==> src/rtl/led_sequencer.sv <==
// ---------------------------------------------------------------------------
// led_sequencer
//
// Drives N_LEDS board LED pins from an internal pattern register. The pattern
// advances once per prescaled step tick in one of four modes (static, binary
// count, rotate-left, bounce). A global PWM brightness control gates all
// outputs.
//
// Ports:
//   clk         system clock, all logic on the rising edge
//   rst         synchronous active-high reset
//   mode        0 static, 1 count, 2 rotate-left, 3 bounce
//   pattern     value copied into the state register when load is high
//   load        single-cycle strobe: state <= pattern, prescaler restarts
//   brightness  PWM duty control; 0 = off, all-ones = fully on
//   leds        registered LED drive, active-high
//   step        registered one-cycle pulse, high the cycle after an advance
// ---------------------------------------------------------------------------
module led_sequencer #(
   parameter int N_LEDS   = 8,
   parameter int DIV      = 12000000,
   parameter int PWM_BITS = 4
) (
   input  logic                clk,
   input  logic                rst,
   input  logic [1:0]          mode,
   input  logic [N_LEDS-1:0]   pattern,
   input  logic                load,
   input  logic [PWM_BITS-1:0] brightness,
   output logic [N_LEDS-1:0]   leds,
   output logic                step
);

   localparam int PRE_W = (DIV > 2) ? $clog2(DIV) : 1;
   localparam logic [PRE_W-1:0] PRE_LAST = PRE_W'(DIV - 1);

   localparam logic [1:0] MODE_STATIC = 2'd0;
   localparam logic [1:0] MODE_COUNT  = 2'd1;
   localparam logic [1:0] MODE_ROTATE = 2'd2;
   localparam logic [1:0] MODE_BOUNCE = 2'd3;

   // Bounce direction: the only piece of sequencing state beyond the pattern.
   typedef enum logic {
      DIR_LEFT  = 1'b0,
      DIR_RIGHT = 1'b1
   } dir_t;

   logic [N_LEDS-1:0]   state_q, state_d;
   dir_t                dir_q, dir_d;
   logic [PRE_W-1:0]    pre_q, pre_d;
   logic [PWM_BITS-1:0] pwm_q;
   logic                adv;
   logic                pwm_on;

   // ---- next-state: prescaler, pattern advance, bounce direction ----
   always_comb begin
      adv     = (pre_q == PRE_LAST);
      pwm_on  = (pwm_q < brightness) || (&brightness);
      state_d = state_q;
      dir_d   = dir_q;
      pre_d   = adv ? '0 : pre_q + PRE_W'(1);

      if (load) begin
         // A load coinciding with a tick swallows that tick entirely.
         state_d = pattern;
         pre_d   = '0;
      end else if (adv) begin
         case (mode)
            MODE_STATIC: state_d = state_q;
            MODE_COUNT:  state_d = state_q + N_LEDS'(1);
            MODE_ROTATE: state_d = {state_q[N_LEDS-2:0], state_q[N_LEDS-1]};
            MODE_BOUNCE: begin
               // Turn around when the leading edge of the block hits the end;
               // the turnaround step already moves one position back.
               if (dir_q == DIR_LEFT) begin
                  if (state_q[N_LEDS-1]) begin
                     dir_d   = DIR_RIGHT;
                     state_d = state_q >> 1;
                  end else begin
                     state_d = state_q << 1;
                  end
               end else begin
                  if (state_q[0]) begin
                     dir_d   = DIR_LEFT;
                     state_d = state_q << 1;
                  end else begin
                     state_d = state_q >> 1;
                  end
               end
            end
            default: state_d = state_q;
         endcase
      end
   end

   // ---- registers: state, direction, counters, LED drive, step pulse ----
   always_ff @(posedge clk) begin
      if (rst) begin
         state_q <= N_LEDS'(1);
         dir_q   <= DIR_LEFT;
         pre_q   <= '0;
         pwm_q   <= '0;
         leds    <= '0;
         step    <= 1'b0;
      end else begin
         state_q <= state_d;
         dir_q   <= dir_d;
         pre_q   <= pre_d;
         pwm_q   <= pwm_q + PWM_BITS'(1);
         // leds follow the current state, so a new state shows one edge later.
         leds    <= state_q & {N_LEDS{pwm_on}};
         step    <= adv & ~load;
      end
   end

endmodule
==> config.mk <==
export PLATFORM = sky130hd
export DESIGN_NAME = led_sequencer
export DESIGN_NICKNAME = d
export VERILOG_FILES = /design/src/rtl/led_sequencer.sv
export SDC_FILE = /design/constraint.sdc
export NUM_CORES = 1
export LEC_CHECK = 0
export ABC_AREA = 1
export CAP_MARGIN = 5
export CORE_AREA = 10 10 85 87
export DETAILED_ROUTE_END_ITERATION = 12
export DIE_AREA = 0 0 95 97
export GPL_ROUTABILITY_DRIVEN = 1
export PLACE_DENSITY_LB_ADDON = 0.12
export RECOVER_POWER = 100
export SLEW_MARGIN = 20
export SYNTH_ARGS = -nofsm -noshare
export SYNTH_HDL_FRONTEND = slang
export SYNTH_SLANG_ARGS = --single-unit
==> constraint.sdc <==
create_clock -name clk -period 1.35 [get_ports clk]
set_input_delay 0.27 -clock clk [delete_from_list [all_inputs] [get_ports clk]]
set_output_delay 0.27 -clock clk [all_outputs]
set_load 0.1 [all_outputs]
==> summary.md, run 1 <==
| Metric | Value |
|---|---|
| Commonest non-fill, non-tap cell in the layout | nand2_1 |
| DRT Pass-1 Iters | 4 |
| Worst vdd ir | 718 uV |
| Die area | 9220 sq um |
| Worst Hold End | pwm_q[0] |
| Async SR Flop Fraction | 0% |
| Share of post-route cells with drive strength above 1 | 31.9% |
| Std-Cell Rows | 27 |
| Critical path type | reg2reg |
| CTS Sinks | 46 |
| Via Count | 2772 |
| Max-slew headroom | 78.0% |
| Layout Area Growth over Synthesis | 39.7% |
| Clock slew at reported path FFs | 100 ps |
| Most frequent cells in the layout | nand2_1, buf_4, nor2_1 |
| Synth Net Count | 415 |
| Worst EP required | 1570 ps |
| 1st-iter DRT viols | 174 |
| Type of the worst min-delay path | reg2reg |
| Main synth FF type | dfxtp_1 |
| Violated checks | negative setup slack |
| Capturing point of the worst reg2reg path | state_q[4] |
| Worst-Margin Slew | 329 ps |
| Post-route worst setup slack | -38.4 ps |
| Ys Warns | 0 |
| Number of diodes | 0 |
| Clock skew | 7.53 ps |
| PD cells | 803 nW/um^2 |
| Initial antenna violation count | 0 |
| RSZ-0062 raised after global routing | true |
| Yosys reg bits | 46 |
| Worst r2r src | state_q[0] |
| Per-cell routed wire length | 13.2 microns |
| Fin util | 67.3% |
| CP Max Fanout | 4 |
| Die height | 97 microns |
| ANT nets after route | 0 |
| IO buf count | 25 |
| Footprint of the multi-input gates | 1700 sq um |
| Via-per-instance ratio | 5.05 |
| Worst Hold Launch | pwm_q[0] |
| Sequential element share of the synthesized area | 34.9% |
| Synthesized area per cell | 6.74 sq um |
| H-tree depth | 2 |
| Number of buffers created by CTS | 5 |
| Final slew viol count | 0 |
| Total gr overflow | 0 |
| R2R depth | 8 |
| Outcome | finished, violations left |
| CTS tree | yes |
| GRT Util Overall | 15.7% |
| Static Leakage | 1.48 nW |
| Design area | 3680 sq um |
| R2R setup slack | -40 ps |
| Final hold slack | 485 ps |
| Clock root cell | clkbuf_8 |
| Number of fill cells | 488 |
| Endpoint type of the worst setup path | flip-flop |
| Worst-Skew Late Latency | 310 ps |
| Hold Path Stages | 1 |
| Netlist cell types | 35 |
| First-pass GRT wire length | 11.9 mm |
| Fin. Hold Viols | 0 |
| Cts hold-fix bufs | 0 |
| Vias in the first global route | 2619 |
| Drt drc | 0 |
| Total Routed Length | 7.25 mm |
| Min Tclk post-route | 1390 ps |
| Post-DP Area | 3460 sq um |
| RePlAce Congestion | 0.901 |
| Max Clk Rate | 0.720 GHz |
| Core Footprint | 5470 sq um |
| IO Count | 26 |
| Setup violators final | 11 |
| Post-synth EDFFs | 0 |
| Pin count of the biggest net entering global routing | 25 |
| Final period util | 103% |
| Post-Syn Area | 2640 sq um |
| Starting density of the core | 48.2% |
| Die width | 95 microns |
| Max Cap Violations | 0 |
| Synth Instances | 391 |
| Pre-CTS setup slack | -366 ps |
| Setup tns final | -216 ps |
| CP arrival | 1610 ps |
| Startpoint types | flip-flop |
| Final nets | 500 |
| Clock Tree Buf Depth | 2 |
| Post-DP HPWL | 5.43 mm |
| Reg area | 940 sq um |
==> flip-flops by register name, indices dropped and copies added (netlist names) <==
register / count
dir_q: 1
pre_q: 24
step: 1
state_q: 8
leds: 8
pwm_q: 4
==> how the worst max path moves through the flow <==
stage | endpoint | from | depth (start not counted)
floorplan | pre_q[23] | pre_q[0] | 7
global placement | leds[4] | brightness[1] | 9
detailed placement | leds[5] | brightness[1] | 9
CTS | state_q[2] | pre_q[1] | 8
global route | state_q[6] | pre_q[1] | 9
finish | state_q[4] | state_q[0] | 8
==> cell families after synthesis <==
group | count (synthesis) | synth area share [%]
AOI/OAI and AO/OA | 39 | 7.97
xor gates and xnor gates | 12 | 3.99
adders and majority gates | 7 | 3.32
buffers and inverters | 49 | 8.02
DFF | 46 | 34.9
and+or+nand+nor | 238 | 41.8
==> stage by stage <==
stage / power [mW] / instances
after floorplan: 1.81 / 391
after global placement: 2.06 / 538
after detailed placement: 2.06 / 538
after CTS: 3.01 / 548
after global routing: 3.11 / 549
final: 2.96 / 549
==> worst max-delay path, cell delays in order, from the launching register on <==
cell	delay [ps]
dfxtp_2	400
ha_1	210
nand2_1	100
nor2_1	130
nand2_1	70
nand3_1	90
nand4_1	120
a21oi_2	140
nor2_1	50
==> layout make-up <==
class / count / share of cell area [%]
Sequential cell: 46 / 25.5
Timing Repair Buffer: 87 / 19.1
Clock inverter: 3 / 0.782
Clock buffer: 5 / 1.87
Multi-Input combinational cell: 296 / 46.2
Inverter: 40 / 4.08
Tap cell: 72 / 2.45
==> Yosys cell counts (2+ instances only) <==
master / n / area, sq um
nand2_1: 99 / 372
nor2_1: 60 / 225
dfxtp_1: 46 / 921
inv_1: 34 / 128
nand3_1: 30 / 150
a21oi_1: 19 / 95.1
o21ai_0: 16 / 80.1
nor3_1: 11 / 55.1
ha_1: 7 / 87.6
nand4_1: 7 / 43.8
xor2_1: 7 / 61.3
inv_2: 5 / 18.8
xnor2_1: 5 / 43.8
buf_2: 4 / 20.0
nor2_2: 4 / 25.0
or2_0: 4 / 25.0
nand2_2: 3 / 18.8
nand3_2: 3 / 30.0
nand3b_1: 3 / 22.5
nor3b_1: 3 / 22.5
or2_2: 3 / 18.8
buf_6: 2 / 22.5
nand2_4: 2 / 22.5
nand3_4: 2 / 35.0
nor2_4: 2 / 22.5
==> where the power goes <==
part / switching (mW) / total (mW) / internal, mW
clock network: 0.542 / 0.930 / 0.388
logic: 0.356 / 0.573 / 0.218
registers: 0.0503 / 1.45 / 1.40
total: 0.948 / 2.96 / 2.01
==> timing repair <==
item / 4_1_cts / 5_1_grt
setup endpoints to repair: 38 / 42
pin swaps: 16 / 14
resized for setup: 26 / 38
buffers inserted: 2 / 1
==> per-layer routing <==
layer	vias to the layer above	share of wire (%)	global-route usage, %
met5	-	0	0
met4	0	1.5	4.35
met3	12	5.1	3.78
met2	73	49	24.9
met1	1250	45	20.3
li1	1437	-	-
No activity file was read; power rests on OpenSTA's default activity.
==> run 2: changes to the inputs <==
- PLACE_DENSITY: not set -> 0.71
- PLACE_DENSITY_LB_ADDON: 0.12 -> not set
==> run 2 against run 1 <==
Effect of this change: the flow still finishes with violations (negative setup slack); hold slack worse by 2.4 ps; clock power down 2.5%; final cell count shrank 0.73%; critical endpoint is now state_q[2]; largest cell class unchanged; highest routed layer unchanged.
==> summary.md, run 2 (synthesis results as in run 1) <==
| Metric | Value |
|---|---|
| Outcome | finished, violations left |
| Violated checks | negative setup slack |
| Largest Register | pre_q |
| Commonest non-fill, non-tap cell in the layout | nand2_1 |
| Std-Cell Rows | 27 |
| Initial antenna violation count | 0 |
| Capturing point of the worst reg2reg path | state_q[2] |
| Layout Area Growth over Synthesis | 38.6% |
| Number of buffers created by CTS | 5 |
| Post-DP HPWL | 5.38 mm |
| RePlAce Congestion | 0.897 |
| Static Leakage | 1.49 nW |
| Vias in the first global route | 2726 |
| Comb power frac | 20.2% |
| Type of the worst min-delay path | reg2reg |
| Worst EP required | 1550 ps |
| Non-filler cells, final | 545 |
| Max-slew headroom | 72.8% |
| CP arrival | 1630 ps |
| First-pass GRT wire length | 12.2 mm |
| Drt drc | 0 |
| Final hold slack | 482 ps |
| Die area | 9220 sq um |
| Per-cell routed wire length | 13.2 microns |
| IO Count | 26 |
| R2R depth | 8 |
| ANT nets after route | 0 |
| Starting density of the core | 48.2% |
| Cell Int Power | 2.01 mW |
| Flop pwr share | 49.1% |
| Clock Tree Buf Depth | 2 |
| CP Max Fanout | 5 |
| Total power | 2.95 mW |
| Largest regs | pre_q: 24 flops, leds: 8 flops, state_q: 8 flops |
| Setup violators final | 17 |
| H-tree depth | 2 |
| Final slew viol count | 0 |
| Core Footprint | 5470 sq um |
| Max reg flops | 24 |
| Final nets | 496 |
| Most frequent cells in the layout | nand2_1, buf_4, nor2_1 |
| CP Capture Point | state_q[2] |
| Number of fill cells | 482 |
| Critical path type | reg2reg |
| CTS Sinks | 46 |
| GRT Util Overall | 15.9% |
| Share of post-route cells with drive strength above 1 | 30.9% |
| Clock root cell | clkbuf_8 |
| Pin count of the biggest net entering global routing | 18 |
| Clock skew | 15.5 ps |
| Dpl cells | 534 |
| Fin. Hold Viols | 0 |
| Worst-Skew Late Latency | 310 ps |
| Post-route worst setup slack | -79.2 ps |
| Endpoint type of the worst setup path | flip-flop |
| Total Routed Length | 7.19 mm |
| Worst-Margin Slew | 408 ps |
| Switching portion of total power | 31.9% |
| Total gr overflow | 0 |
| Final period util | 106% |
| Worst vdd ir | 669 uV |
| Via Count | 2784 |
| Pre-CTS setup slack | -368 ps |
| Clock slew at reported path FFs | 100 ps |
| RSZ-0062 raised after global routing | true |
| CTS tree | yes |
| Max Cap Violations | 0 |
| Sw power | 0.941 mW |
| Worst r2r src | pre_q[1] |
| Max Clk Rate | 0.700 GHz |
| Critical Path Start | pre_q[1] |
| IO buf count | 25 |
| Die height | 97 microns |
| DRT Pass-1 Iters | 4 |
| Setup tns final | -462 ps |
| 1st-iter DRT viols | 210 |
| R2R setup slack | -80 ps |
| Min Tclk post-route | 1430 ps |
| Die width | 95 microns |
| Number of diodes | 0 |
| PD cells | 809 nW/um^2 |
| Startpoint types | flip-flop |
| Clk pwr share | 30.7% |
| Via-per-instance ratio | 5.11 |
==> run 2: area by class of cell <==
cell class	instances	area, sq um	share of cell area (%)
flip-flops and latches	46	932	25.5
clock buffers	5	68.8	1.88
well taps	72	90.1	2.47
clock inverters	3	27.5	0.753
multi-input cells	296	1700	46.5
inverters	40	150	4.11
repair buffers	83	686	18.8
==> run 2: routing by layer <==
layer | global-route usage (%) | share of wire, %
met2 | 24.2 | 46
met1 | 21.4 | 46
met5 | 0 | 0
met3 | 3.70 | 6.8
met4 | 4.81 | 1.4
==> run 2: how the worst min path moves through the flow <==
stage | endpoint | from | cells after the start
6_report | pwm_q[0] | pwm_q[0] | 1
5_1_grt | pwm_q[0] | pwm_q[0] | 1
4_1_cts | pwm_q[0] | pwm_q[0] | 1
3_5_place_dp | pwm_q[0] | pwm_q[0] | 1
3_3_place_gp | pwm_q[0] | pwm_q[0] | 1
2_1_floorplan | leds[0] | rst | 1
==> run 2: worst max-delay path, cell delays in order (launching register included) <==
cell and delay (ps):
dfxtp_2 370, ha_4 150, nand3_4 90, nor2_4 150
nand3_4 150, o21ai_4 250, nand2_1 80, nand2_1 60
inv_1 30
==> run 2: metrics by stage <==
stage / instance area [sq um] / util [%]
floorplan: 2640 / -
global placement: 3430 / 62.7
detailed placement: 3430 / 62.7
CTS: 3640 / 66.4
global route: 3650 / 66.8
finish: 3650 / 66.8
==> run 2: power by group through the flow <==
stage	clock network [mW]	logic, mW	registers, mW
after CTS	0.930	0.611	1.46
final	0.907	0.597	1.45
after detailed placement	0	0.580	1.48
after global routing	0.999	0.654	1.46
after global placement	0	0.573	1.49
after floorplan	0	0.243	1.57
==> run 2: timing repair <==
action                     4_1_cts  5_1_grt
setup buffers                    1        2
setup endpoints to repair       40       41
hold buffers                     0        0
resized for setup               31       32
pin swaps                        7       16
